===== src/rtl/axis_sync_fifo_lvl_pkg.sv =====
// Shared helpers for the level-reporting AXI-Stream FIFO.
package axis_sync_fifo_lvl_pkg;

    // Storage address width for a FIFO of the given total depth (never below 1 bit).
    function automatic int addr_width(input int depth);
        int w;
        w = $clog2(depth - 1);
        return (w < 1) ? 1 : w;
    endfunction

endpackage


===== src/rtl/axis_if.sv =====
// Minimal AXI-Stream interface: valid/ready handshake plus data.
interface axis_if #(
    parameter int TDATA_WIDTH = 8
);
    logic                   tvalid;
    logic                   tready;
    logic [TDATA_WIDTH-1:0] tdata;

    modport m (output tvalid, output tdata, input tready);
    modport s (input tvalid, input tdata, output tready);
endinterface


===== src/rtl/ram_async.sv =====
// Simple dual-port RAM: synchronous write, asynchronous (combinational) read.
module ram_async #(
    parameter int DATA_WIDTH = 8,
    parameter int ADDR_WIDTH = 3,
    parameter int DEPTH      = 5
) (
    input  logic                  clk,
    input  logic                  we,
    input  logic [ADDR_WIDTH-1:0] waddr,
    input  logic [DATA_WIDTH-1:0] wdata,
    input  logic [ADDR_WIDTH-1:0] raddr,
    output logic [DATA_WIDTH-1:0] rdata
);
    logic [DATA_WIDTH-1:0] mem_q [DEPTH];

    // Write port: contents carry no reset, stale entries are never read.
    always_ff @(posedge clk) begin
        if (we) begin
            mem_q[waddr] <= wdata;
        end
    end

    assign rdata = mem_q[raddr];
endmodule


===== src/rtl/axis_sync_fifo_lvl.sv =====
// Synchronous AXI-Stream FIFO with a registered output stage, fill-level count,
// almost-full/almost-empty flags and a synchronous flush. Any DEPTH >= 2.
module axis_sync_fifo_lvl
    import axis_sync_fifo_lvl_pkg::*;
#(
    parameter int TDATA_WIDTH = 8,
    parameter int DEPTH       = 6,
    parameter int AF_THRESH   = DEPTH - 1,
    parameter int AE_THRESH   = 1
) (
    input  logic                         clk,
    input  logic                         rst_n,
    axis_if.s                            axis_sif,
    axis_if.m                            axis_mif,
    input  logic                         invalidate,
    output logic [$clog2(DEPTH+1)-1:0]   count,
    output logic                         almost_full,
    output logic                         almost_empty
);
    localparam int CNT_W = $clog2(DEPTH + 1);
    localparam int PTR_W = addr_width(DEPTH);
    localparam logic [CNT_W-1:0] DEPTH_C  = CNT_W'(DEPTH);
    localparam logic [CNT_W-1:0] AF_C     = CNT_W'(AF_THRESH);
    localparam logic [CNT_W-1:0] AE_C     = CNT_W'(AE_THRESH);
    localparam logic [PTR_W-1:0] PTR_LAST = PTR_W'(DEPTH - 2);

    if (TDATA_WIDTH < 1 || $bits(axis_sif.tdata) != TDATA_WIDTH ||
        $bits(axis_mif.tdata) != TDATA_WIDTH) begin : g_bad_width
        $fatal(1, "axis_sync_fifo_lvl: TDATA_WIDTH must be > 0 and match both interfaces");
    end
    if (DEPTH < 2) begin : g_bad_depth
        $fatal(1, "axis_sync_fifo_lvl: DEPTH must be >= 2");
    end
    if (AF_THRESH < 1 || AF_THRESH > DEPTH || AE_THRESH < 0 || AE_THRESH > DEPTH - 1) begin : g_bad_thresh
        $fatal(1, "axis_sync_fifo_lvl: threshold out of range");
    end

    logic [CNT_W-1:0]       count_q, count_d;
    logic [PTR_W-1:0]       wptr_q, wptr_d, rptr_q, rptr_d;
    logic                   tvalid_q, tvalid_d, tready_q, tready_d;
    logic [TDATA_WIDTH-1:0] tdata_q, tdata_d, rd_data;
    logic                   push, pop, stor_empty, to_out, we;

    // Pointer increment with explicit wrap at the last storage slot.
    function automatic logic [PTR_W-1:0] ptr_inc(input logic [PTR_W-1:0] p);
        return (p == PTR_LAST) ? '0 : p + 1'b1;
    endfunction

    ram_async #(
        .DATA_WIDTH(TDATA_WIDTH),
        .ADDR_WIDTH(PTR_W),
        .DEPTH     (DEPTH - 1)
    ) u_ram (
        .clk  (clk),
        .we   (we),
        .waddr(wptr_q),
        .wdata(axis_sif.tdata),
        .raddr(rptr_q),
        .rdata(rd_data)
    );

    // Next-state: output register is the queue head, storage holds everything behind it.
    always_comb begin
        push       = axis_sif.tvalid && tready_q;
        pop        = tvalid_q && axis_mif.tready;
        // count includes the output register, so storage is empty below 2
        stor_empty = (count_q < CNT_W'(2));
        to_out     = push && (!tvalid_q || (pop && stor_empty));
        we         = 1'b0;
        count_d    = count_q;
        wptr_d     = wptr_q;
        rptr_d     = rptr_q;
        tvalid_d   = tvalid_q;
        tdata_d    = tdata_q;
        tready_d   = tready_q;
        if (invalidate) begin
            count_d  = '0;
            wptr_d   = '0;
            rptr_d   = '0;
            tvalid_d = 1'b0;
            tready_d = 1'b1;
        end else begin
            if (to_out) begin
                tdata_d  = axis_sif.tdata;
                tvalid_d = 1'b1;
            end else if (pop) begin
                if (!stor_empty) begin
                    tdata_d = rd_data;
                    rptr_d  = ptr_inc(rptr_q);
                end else begin
                    tvalid_d = 1'b0;
                end
            end
            if (push && !to_out) begin
                we     = 1'b1;
                wptr_d = ptr_inc(wptr_q);
            end
            count_d  = count_q + CNT_W'(push) - CNT_W'(pop);
            tready_d = (count_d < DEPTH_C);
        end
    end

    // State registers with asynchronous clear.
    always_ff @(posedge clk or negedge rst_n) begin
        if (!rst_n) begin
            count_q  <= '0;
            wptr_q   <= '0;
            rptr_q   <= '0;
            tvalid_q <= 1'b0;
            tready_q <= 1'b0;
            tdata_q  <= '0;
        end else begin
            count_q  <= count_d;
            wptr_q   <= wptr_d;
            rptr_q   <= rptr_d;
            tvalid_q <= tvalid_d;
            tready_q <= tready_d;
            tdata_q  <= tdata_d;
        end
    end

    assign axis_sif.tready = tready_q;
    assign axis_mif.tvalid = tvalid_q;
    assign axis_mif.tdata  = tdata_q;
    assign count           = count_q;
    assign almost_full     = (count_q >= AF_C);
    assign almost_empty    = (count_q <= AE_C);

    a_count_range: assert property (@(posedge clk) disable iff (!rst_n) count_q <= DEPTH_C);
    a_valid_level: assert property (@(posedge clk) disable iff (!rst_n) tvalid_q == (count_q != '0));
endmodule


===== src/flat_wrapper.sv =====
// flat-port wrapper written by rule: the top's interface ports become plain ports
module axis_sync_fifo_lvl_flat import axis_sync_fifo_lvl_pkg::*;
#(
    parameter int TDATA_WIDTH = 8,
    parameter int DEPTH       = 6,
    parameter int AF_THRESH   = DEPTH - 1,
    parameter int AE_THRESH   = 1
)
  (clk, rst_n, invalidate, count, almost_full, almost_empty, axis_sif_tvalid, axis_sif_tdata, axis_sif_tready, axis_mif_tvalid, axis_mif_tdata, axis_mif_tready);
  axis_if #(.TDATA_WIDTH(TDATA_WIDTH)) axis_sif_i ();
  axis_if #(.TDATA_WIDTH(TDATA_WIDTH)) axis_mif_i ();
  input  logic clk;
  input  logic rst_n;
  input  logic invalidate;
  output logic [$clog2(DEPTH+1)-1:0] count;
  output logic almost_full;
  output logic almost_empty;
  input wire logic [$bits(axis_sif_i.tvalid)-1:0] axis_sif_tvalid;
  input wire logic [$bits(axis_sif_i.tdata)-1:0] axis_sif_tdata;
  output wire logic [$bits(axis_sif_i.tready)-1:0] axis_sif_tready;
  output wire logic [$bits(axis_mif_i.tvalid)-1:0] axis_mif_tvalid;
  output wire logic [$bits(axis_mif_i.tdata)-1:0] axis_mif_tdata;
  input wire logic [$bits(axis_mif_i.tready)-1:0] axis_mif_tready;
  assign axis_sif_i.tvalid = axis_sif_tvalid;
  assign axis_sif_i.tdata = axis_sif_tdata;
  assign axis_sif_tready = axis_sif_i.tready;
  assign axis_mif_tvalid = axis_mif_i.tvalid;
  assign axis_mif_tdata = axis_mif_i.tdata;
  assign axis_mif_i.tready = axis_mif_tready;
  axis_sync_fifo_lvl #(.TDATA_WIDTH(TDATA_WIDTH), .DEPTH(DEPTH), .AF_THRESH(AF_THRESH), .AE_THRESH(AE_THRESH)) u_core (.clk(clk), .rst_n(rst_n), .axis_sif(axis_sif_i), .axis_mif(axis_mif_i), .invalidate(invalidate), .count(count), .almost_full(almost_full), .almost_empty(almost_empty));
endmodule

===== config.mk =====
export PLATFORM = sky130hd
export DESIGN_NAME = axis_sync_fifo_lvl_flat
export DESIGN_NICKNAME = d
export VERILOG_FILES = /design/src/rtl/axis_sync_fifo_lvl_pkg.sv /design/src/rtl/axis_if.sv /design/src/rtl/ram_async.sv /design/src/rtl/axis_sync_fifo_lvl.sv /design/src/flat_wrapper.sv
export SDC_FILE = /design/constraint.sdc
export NUM_CORES = 1
export LEC_CHECK = 0
export BUFFER_PORTS_ARGS = -buffer_cell sky130_fd_sc_hd__buf_2
export CAP_MARGIN = 5
export CORE_MARGIN = 5
export CORE_UTILIZATION = 50
export CTS_BUF_LIST = sky130_fd_sc_hd__clkbuf_16
export CTS_CLUSTER_SIZE = 28
export DETAILED_ROUTE_END_ITERATION = 16
export PLACE_DENSITY = 0.7
export SETUP_SLACK_MARGIN = 0.15
export SLEW_MARGIN = 40
export SYNTH_ARGS = -nofsm -noshare
export SYNTH_HDL_FRONTEND = slang
export SYNTH_SLANG_ARGS = --single-unit

===== constraint.sdc =====
create_clock -name clk -period 4.3 [get_ports clk]
set_clock_uncertainty 0.05 [all_clocks]
set_input_delay 0.215 -clock clk [delete_from_list [all_inputs] [get_ports clk]]
set_output_delay 0.215 -clock clk [all_outputs]
set_load 0.005 [all_outputs]

==> flow_summary.toml, run 1 <==
[power]
netSwitchingPower_mw = 0.473
power_frac_comb = 0.206
cellPowerDensity_nw_per_um2 = 540
p_sw_frac = 0.282
p_clk_frac = 0.365
power_frac_seq = 0.429
cellLeakagePower_nw = 1.16
ir_drop_mv = 0.320
internal-power_mw = 1.20

[cells_and_area]
drive_above_1_share = 0.220
final_cells = 306
antenna_cells = 0
syn_to_final_growth_pct = 18.5
final_nets = 253

[critical_path]
path_class = "reg -> reg"
crit_arrival_ns = 2.38
worstRegToRegCells = 5
crit_required_ns = 4.20
timing.rr.end = "u_core.u_ram.mem_q[3][3]"
cpPeakStageDelay_ns = 0.74
start_kind = "flop"
path_cells = "inv_1, ha_1, a21bo_2, nor3_2, nor4b_2"
rrSetupSlack_ns = 1.82
cp_max_fo = 8
cp_slowest_cell = "nor4b_2"
end_kind = "flop"
timing.rr.start = "u_core.count[1]"
startpoint = "u_core.count[1]"

[logic_synthesis]
synth_cells = 199
synth.area.top_cells = "edfxtp_1 (46%), dfrtp_1 (18%), mux2i_1 (6.5%), ha_1 (3.8%), o22ai_1 (3.6%)"
async_flop_share = 0.322
synth_area_per_cell_um2 = 13.2
ys_types = 38
syn_nets = 221
synth_area_um2 = 2620
synth_top_area_cell = "edfxtp_1"
synth_seq_cells = 59
ys_seq_area_frac = 0.640
yosys_warnings = 0
synthFlopType = "edfxtp_1"
synth_top_area_share = 0.458
synth_edf_count = 40

[floorplanning]
die_h_um = 82.4
chipWidth_um = 82.4
die-area_um2 = 6790
io_pins = 28
initial_core_util = 0.513
row_count = 26
core-area_um2 = 5110

[routing]
first_pass_iters = 4
final_antenna_net_count = 0
viasPerCell = 5.40
drt_iter0_markers = 179
wl_per_cell_um = 17.3
vias = 1653
wirelength_um = 5280
drc_errors = 0

[placement]
place_inst = 289
dp_hpwl_um = 3800
portBuffers = 27
routabilityCongestion = 0.822

[clock_network]
post_cts_buffers = 0
cts_num_sinks = 59
clk_pin_slew_ns = 0.05
numCtsBuffers = 9
clk_path_buf_depth = 2
clkLatencyLatePin_ns = 0.32
cts_tree = "yes"
htree_levels = 3
clock-root-buffer = "clkbuf_16"

[timing]
finalSetupViolCount = 0
hold_viol_final = 0
timing.fmax_ghz = 0.403
tightest_slew_ns = 0.822
slew_headroom = 0.450
fin_tns_setup_ns = 0
rsz0062_at_grt = "false"
fin_crit_sh = 0.577
timing_max_transition_violations_final = 0
fin_crit_ns = 2.48

[global_route]
antenna_found_initial = 0
grt_pass1_wl_um = 8420
grt_usage = 0.180
grt_pass1_vias = 1609
globalRoute.totalOverflow = 0
grt_max_degree = 20

[min_path]
hold_path_depth = 1
worstHoldEndpoint = "u_core.u_ram.mem_q[2][2]"
hold_class = "in -> reg"
min_from = "axis_sif_tdata[2]"

[run_status]
outcome = "complete, no violations"

[flow_run]
drv_cap = 0
registers in the layout, summed over array words and instances, names as in the netlist:
| name | cells |
|---|---|
| u_core.axis_mif.tdata | 8 |
| u_core.axis_mif.tvalid | 1 |
| u_core.axis_sif.tready | 1 |
| u_core.count | 3 |
| u_core.rptr_q | 3 |
| u_core.u_ram.mem_q | 40 |
| u_core.wptr_q | 3 |
layout make-up:
type                       instances  area (um^2)
fill                             406         2000
clock buffer                       9          225
sequential                        59         1680
clock inverter                     7         36.3
multi-input combinational        124          900
inverter                           9         33.8
tap                               70         87.6
timing repair buffer              28          145
cells in the final DEF (no fill, tap or decap), drive strengths merged:
cell and n:
a21oi 6, a211o 1, edfxtp 40, a221oi 1, o21ai 16, nor3b 1, a21o 2, inv 10
nor2 10, mux2i 17, nand3 3, a221o 1, clkinvlp 2, or2 1, ha 8, a21bo 1
xor2 1, and2 1, nor4b 3, nand3b 2, dfrtp 19, clkbuf 9, xnor2 1, nor2b 2
fa 1, dlygate4sd3 1, clkinv 4, o22ai 15, mux2 1, nand2 23, a21boi 1, o31ai 1
nand2b 2, nor3 2, buf 27
cell usage after synthesis, types with 3 or more instances:
master and count:
o21ai_1 5, nand2_1 23, edfxtp_1 40, inv_1 9, nor2_1 10, o21ai_0 9
mux2i_1 17, dfrtp_1 19, a21oi_1 6, nor4b_1 3, o22ai_1 15, ha_1 8
worst max path at each step:
stage | end | slack (ns) | depth (start not counted)
2_1_floorplan | u_core.u_ram.mem_q[3][0] | 1.70 | 5
3_3_place_gp | u_core.u_ram.mem_q[1][3] | 1.86 | 5
3_5_place_dp | u_core.u_ram.mem_q[2][2] | 1.70 | 5
4_1_cts | u_core.u_ram.mem_q[2][5] | 1.74 | 5
5_1_grt | u_core.u_ram.mem_q[3][5] | 1.64 | 5
6_report | u_core.u_ram.mem_q[3][3] | 1.82 | 5
cell families after synthesis:
family / Yosys count / synth area share
buffers and inverters: 16 / 0.0310
and+or+nand+nor: 50 / 0.0964
xor gates and xnor gates: 2 / 0.00668
adders and majority gates: 9 / 0.0458
DFF: 59 / 0.640
muxes: 18 / 0.0692
AOI/OAI and AO/OA: 45 / 0.111
critical path, delay by kind of cell, from the launching register on:
| family | cells | cell delay, ns |
|---|---|---|
| compound gates | 1 | 0.25 |
| flops | 1 | 0.43 |
| buf+inv | 1 | 0.10 |
| fa+ha+maj | 1 | 0.29 |
| simple gates | 2 | 0.99 |
metrics by stage:
step	cell area (um^2)	util	hold slack [ns]	power, mW	worst slack [ns]
5_1_grt	3110	0.608	0.123	1.77	1.64
6_report	3110	0.608	0.119	1.68	1.82
4_1_cts	3090	0.605	0.110	1.69	1.74
3_3_place_gp	2820	0.551	0.148	1.07	1.86
3_5_place_dp	2820	0.551	0.159	1.07	1.70
2_1_floorplan	2620	-	-0.131	0.941	1.70
repair_timing:
action                    4_1_cts  5_1_grt
hold buffers                    1        0
hold endpoints to repair       19        0
resized for setup               0        0
layer usage:
| layer | track usage | up-vias | routed length [um] |
|---|---|---|---|
| met5 | 0 | - | 0 |
| met4 | 0.110 | 0 | 108 |
| met3 | 0.0586 | 16 | 368 |
| met2 | 0.268 | 50 | 2440 |
| met1 | 0.229 | 788 | 2360 |
| li1 | - | 799 | - |
power groups by stage:
stage	registers, mW	clock network (mW)	logic, mW
after global routing	0.731	0.648	0.396
after global placement	0.726	0	0.341
after detailed placement	0.730	0	0.344
final	0.720	0.612	0.345
after floorplan	0.729	0	0.212
after CTS	0.721	0.623	0.347
Power figures use the tool's default switching activity.
==> run 2, diff against run 1 <==
==> constraint.sdc (replaced) <==
create_clock -name clk -period 2.3 [get_ports clk]
set_clock_uncertainty 0.05 [all_clocks]
set_input_delay 0.115 -clock clk [delete_from_list [all_inputs] [get_ports clk]]
set_output_delay 0.115 -clock clk [all_outputs]
set_load 0.005 [all_outputs]
==> flow_summary.toml, run 2 (same netlist as run 1, synthesis figures left out) <==
[timing]
timing_max_transition_violations_final = 0
fin_crit_sh = 0.854
timing.fmax_ghz = 0.509
hold_ws_ns = 0.0109
slew_headroom = 0.683
finalSetupViolCount = 0
hold_viol_final = 0
finalWorstSetupSlack_ns = 0.335
fin_tns_setup_ns = 0
fin_crit_ns = 1.96
tightest_slew_ns = 0.476
rsz0062_at_grt = "false"

[power]
ir_drop_mv = 0.671
cellLeakagePower_nw = 1.26
cellPowerDensity_nw_per_um2 = 1100

[global_route]
grt_pass1_vias = 1602
grt_usage = 0.178
grt_pass1_wl_um = 8420
globalRoute.totalOverflow = 0
antenna_found_initial = 0
grt_max_degree = 20

[critical_path]
path_class = "reg -> reg"
crit_arrival_ns = 1.89
cp_max_fo = 8
rrSetupSlack_ns = 0.34
end_kind = "flop"
start_kind = "flop"
crit_required_ns = 2.23

[flow_run]
drv_cap = 0

[clock_network]
clk_path_buf_depth = 2
post_cts_buffers = 0
cts_tree = "yes"
clock-root-buffer = "clkbuf_16"
clkLatencyLatePin_ns = 0.32
clk_pin_slew_ns = 0.05
htree_levels = 3
numCtsBuffers = 9
cts_num_sinks = 59

[cells_and_area]
final_nets = 261
final_util = 0.640
largest_reg_flops = 40
n_fill_cell = 386
regMostFlops = "u_core.u_ram.mem_q"
antenna_cells = 0
drive_above_1_share = 0.246
final_cells = 314
syn_to_final_growth_pct = 24.6
final_common_cell = "edfxtp_1"
final_cell_mix = "edfxtp_1 (40), buf_2 (27), nand2_1 (23)"

[floorplanning]
core-area_um2 = 5110
row_count = 26
io_pins = 28
die-area_um2 = 6790
die_h_um = 82.4
chipWidth_um = 82.4
initial_core_util = 0.513

[placement]
dp_hpwl_um = 3560
place_ws_ns = 0.170
place_inst = 295
portBuffers = 27
routabilityCongestion = 0.761

[routing]
viasPerCell = 5.36
drt_iter0_markers = 89
wl_per_cell_um = 16.6
vias = 1682
wirelength_um = 5210
drc_errors = 0
final_antenna_net_count = 0
first_pass_iters = 4

[min_path]
hold_class = "in -> reg"

[run_status]
outcome = "complete, no violations"
==> run 2: report_power, final <==
| part | total (mW) | internal (mW) | switching (mW) |
|---|---|---|---|
| sequential | 1.35 | 1.25 | 0.0973 |
| combinational | 0.656 | 0.301 | 0.354 |
| clock | 1.60 | 1.16 | 0.440 |
==> run 2: layout make-up <==
cell class | instances | area (um^2) | share of cell area
clock buffer | 9 | 225 | 0.0689
clock inverter | 7 | 133 | 0.0406
inverter | 9 | 33.8 | 0.0103
multi-input combinational | 124 | 900 | 0.275
sequential | 59 | 1680 | 0.514
tap | 70 | 87.6 | 0.0268
timing repair buffer | 36 | 210 | 0.0643
==> run 2: repair_timing <==
action                     4_1_cts  5_1_grt
resized for setup                0        4
hold endpoints to repair        27        0
setup endpoints to repair        0       33
hold buffers                     3        0
==> run 2: per-stage QoR <==
step                total power [mW]  cell area, um^2
floorplan                       1.76             2640
global placement                2.00             2860
detailed placement              2.02             2860
CTS                             3.63             3250
global route                    3.78             3270
finish                          3.60             3270
==> run 2: final timing paths <==
| kind | depth (start not counted) | endpoint | start |
|---|---|---|---|
| hold reg to reg | 2 | u_core.axis_mif.tdata[5] | u_core.axis_mif.tdata[5] |
| max in group asynchronous | 2 | u_core.count[1] | rst_n |
| hold / removal | 1 | u_core.u_ram.mem_q[2][0] | axis_sif_tdata[0] |
| setup reg to reg | 5 | u_core.u_ram.mem_q[0][1] | u_core.count[1] |
| setup / recovery | 5 | u_core.u_ram.mem_q[0][1] | u_core.count[1] |
| min in group asynchronous | 2 | u_core.rptr_q[2] | rst_n |
==> run 2: worst max-delay path, stage by stage (launching register included) <==
cell and delay, ns:
dfrtp_2 0.40, inv_1 0.09, ha_2 0.23, a21bo_2 0.24
nor3_4 0.20, and2_1 0.41
==> run 2: per-layer routing <==
layer	up-vias	wire, um	global-route usage	share of wire
met5	-	0	0	0
met4	0	87	0.0698	0.017
met3	9	411	0.0672	0.079
met2	54	2530	0.281	0.48
met1	803	2190	0.222	0.42
li1	816	-	-	-
==> run 3, diff against run 2 <==
--- a/config.mk
+++ b/config.mk
@@ -5,14 +5,15 @@
 export SDC_FILE = /design/constraint.sdc
 export NUM_CORES = 1
 export LEC_CHECK = 0
+export ABC_AREA = 1
 export BUFFER_PORTS_ARGS = -buffer_cell sky130_fd_sc_hd__buf_2
 export CAP_MARGIN = 5
 export CORE_MARGIN = 5
 export CORE_UTILIZATION = 50
-export CTS_BUF_LIST = sky130_fd_sc_hd__clkbuf_16
+export CTS_BUF_LIST = sky130_fd_sc_hd__clkbuf_4 sky130_fd_sc_hd__clkbuf_8
 export CTS_CLUSTER_SIZE = 28
 export DETAILED_ROUTE_END_ITERATION = 16
-export PLACE_DENSITY = 0.7
+export PLACE_DENSITY = 0.69
 export SETUP_SLACK_MARGIN = 0.15
 export SLEW_MARGIN = 40
 export SYNTH_ARGS = -nofsm -noshare
==> flow_summary.toml, run 3 <==
[power]
power_frac_seq = 0.478
p_sw_frac = 0.311
power_frac_comb = 0.243
netSwitchingPower_mw = 0.880
internal-power_mw = 1.95
ir_drop_mv = 0.455
cellLeakagePower_nw = 1.49
p_clk_frac = 0.280
cellPowerDensity_nw_per_um2 = 886

[routing]
final_antenna_net_count = 0
viasPerCell = 4.88
drt_iter0_markers = 147
wirelength_um = 5530
first_pass_iters = 4
drc_errors = 0
vias = 1944
wl_per_cell_um = 13.9

[run_status]
outcome = "complete, no violations"

[logic_synthesis]
synth_top_area_share = 0.436
synth_top_area_cell = "edfxtp_1"
synth_cells = 278
syn_nets = 300
synth_seq_cells = 59
synth_area_per_cell_um2 = 9.90
synth_area_um2 = 2750
synth_edf_count = 40
synthFlopType = "edfxtp_1"
async_flop_share = 0.322
synth_common_cells = "nand2_1 (88), edfxtp_1 (40), inv_1 (28), nor2_1 (28), dfrtp_1 (19)"
yosys.cell_count.top_type = "nand2_1"
ys_seq_area_frac = 0.609
synth.area.top_cells = "edfxtp_1 (44%), dfrtp_1 (17%), nand2_1 (12%), inv_1 (3.8%), nor2_1 (3.8%)"
yosys_warnings = 0
ys_types = 26

[global_route]
grt_pass1_wl_um = 9570
grt_pass1_vias = 1966
antenna_found_initial = 1
grt_max_degree = 20
globalRoute.totalOverflow = 0
grt_usage = 0.177

[clock_network]
clk_pin_slew_ns = 0.06
post_cts_buffers = 0
postCtsResizedCells = 0
cts-hold-fix-buffers = 2
cts_tree = "yes"
clkLatencyLatePin_ns = 0.32
clock-root-buffer = "clkbuf_8"
numCtsBuffers = 9
clk_path_buf_depth = 2
cts_num_sinks = 59
htree_levels = 3

[timing]
finalSetupViolCount = 0
fin_crit_sh = 0.807
rsz0062_at_grt = "false"
timing.fmax_ghz = 0.539
fin_crit_ns = 1.86
hold_viol_final = 0
slew_headroom = 0.529
timing_max_transition_violations_final = 0
tightest_slew_ns = 0.707
fin_tns_setup_ns = 0

[cells_and_area]
drive_above_1_share = 0.187
stdcell_area_um2 = 3200
final_nets = 343
syn_to_final_growth_pct = 16.1
final_cell_mix = "nand2_1 (88), edfxtp_1 (40), inv_1 (28), nor2_1 (28), buf_2 (27)"
final_cells = 398
regMostFlops = "u_core.u_ram.mem_q"
largest_reg_flops = 40
final_common_cell = "nand2_1"
antenna_cells = 0
n_fill_cell = 485

[critical_path]
timing.rr.end = "u_core.u_ram.mem_q[2][1]"
rrSetupSlack_ns = 0.44
crit_required_ns = 2.28
timing.rr.start = "u_core.count[1]"
path_class = "reg -> reg"
end_kind = "flop"
crit_arrival_ns = 1.84
worstRegToRegCells = 8
start_kind = "flop"
cp_max_fo = 8

[min_path]
min_from = "axis_sif_tdata[1]"
hold_class = "in -> reg"
worstHoldEndpoint = "u_core.u_ram.mem_q[1][1]"
hold_path_depth = 1

[placement]
routabilityCongestion = 0.814
place_inst = 376
dp_hpwl_um = 3860
portBuffers = 27
placed_area_um2 = 2970

[floorplanning]
die_h_um = 84.2
row_count = 27
core-area_um2 = 5440
chipWidth_um = 84.2
io_pins = 28
die-area_um2 = 7090
initial_core_util = 0.506

[flow_run]
drv_cap = 0
==> run 3: cell types whose count changed after synthesis, sizes merged, moves of 3 or more <==
| cell | delta |
|---|---|
| nand2 | +69 |
| nor2 | +24 |
| inv | +22 |
| mux2i | -17 |
| nand3 | +12 |
| o22ai | -12 |
| o21ai | -10 |
| a21oi | +5 |
| nand4 | +3 |
| nor3 | +3 |
| nor4b | -3 |
==> run 3: logic make-up after synthesis <==
family / after synthesis / synth area share
buffers and inverters: 38 / 0.0691
DFF: 59 / 0.609
xor gates and xnor gates: 1 / 0.00318
AOI/OAI and AO/OA: 21 / 0.0432
and+or+nand+nor: 150 / 0.232
adders and majority gates: 9 / 0.0436
==> run 3: critical path: stages (launching register included) <==
cell and delay [ns]:
dfrtp_1 0.41, inv_1 0.10, ha_1 0.22, nand2_1 0.07
nand2_2 0.09, inv_1 0.08, nand4_1 0.17, nor3_1 0.18
buf_4 0.20
==> run 3: through the flow <==
stage | setup WS, ns | power [mW] | hold slack (ns) | util
finish | 0.445 | 2.83 | 0.0190 | 0.588
global placement | 0.523 | 2.05 | 0.0337 | 0.546
floorplan | 0.202 | 1.81 | -0.231 | -
detailed placement | 0.472 | 2.06 | 0.0396 | 0.546
CTS | 0.450 | 2.86 | 0.00496 | 0.580
global route | 0.277 | 3.07 | 0.000263 | 0.588
==> run 3: area by class of cell <==
cell class | instances | area (um^2) | share of cell area
well taps | 72 | 90.1 | 0.0282
repair buffers | 38 | 233 | 0.0728
clock inverters | 5 | 20.0 | 0.00626
flip-flops and latches | 59 | 1680 | 0.525
clock buffers | 11 | 145 | 0.0454
multi-input cells | 181 | 892 | 0.279
inverters | 32 | 139 | 0.0435
==> run 3: worst max path at each step <==
stage	startpoint	to	slack, ns	cells past startpoint
2_1_floorplan	u_core.count[1]	u_core.u_ram.mem_q[2][0]	0.20	7
3_3_place_gp	u_core.count[1]	u_core.u_ram.mem_q[4][1]	0.52	8
3_5_place_dp	u_core.count[1]	u_core.u_ram.mem_q[1][5]	0.47	8
4_1_cts	u_core.count[1]	u_core.u_ram.mem_q[1][5]	0.45	8
5_1_grt	u_core.count[1]	u_core.u_ram.mem_q[2][1]	0.28	8
6_report	u_core.count[1]	u_core.u_ram.mem_q[2][1]	0.44	8
==> run 3: layer usage <==
metal  global-route usage  up-vias  share of wire
met2                0.288       37           0.50
met5                    0        -         0.0013
met3               0.0599       10          0.046
met1                0.221      908           0.44
met4               0.0585        2          0.015
li1                     -      987              -
==> run 3: power groups by stage <==
stage | clock network, mW | logic [mW] | registers [mW]
final | 0.792 | 0.688 | 1.35
after global routing | 0.875 | 0.819 | 1.37
after CTS | 0.804 | 0.698 | 1.35
after detailed placement | 0 | 0.687 | 1.37
after global placement | 0 | 0.678 | 1.37
after floorplan | 0 | 0.457 | 1.36
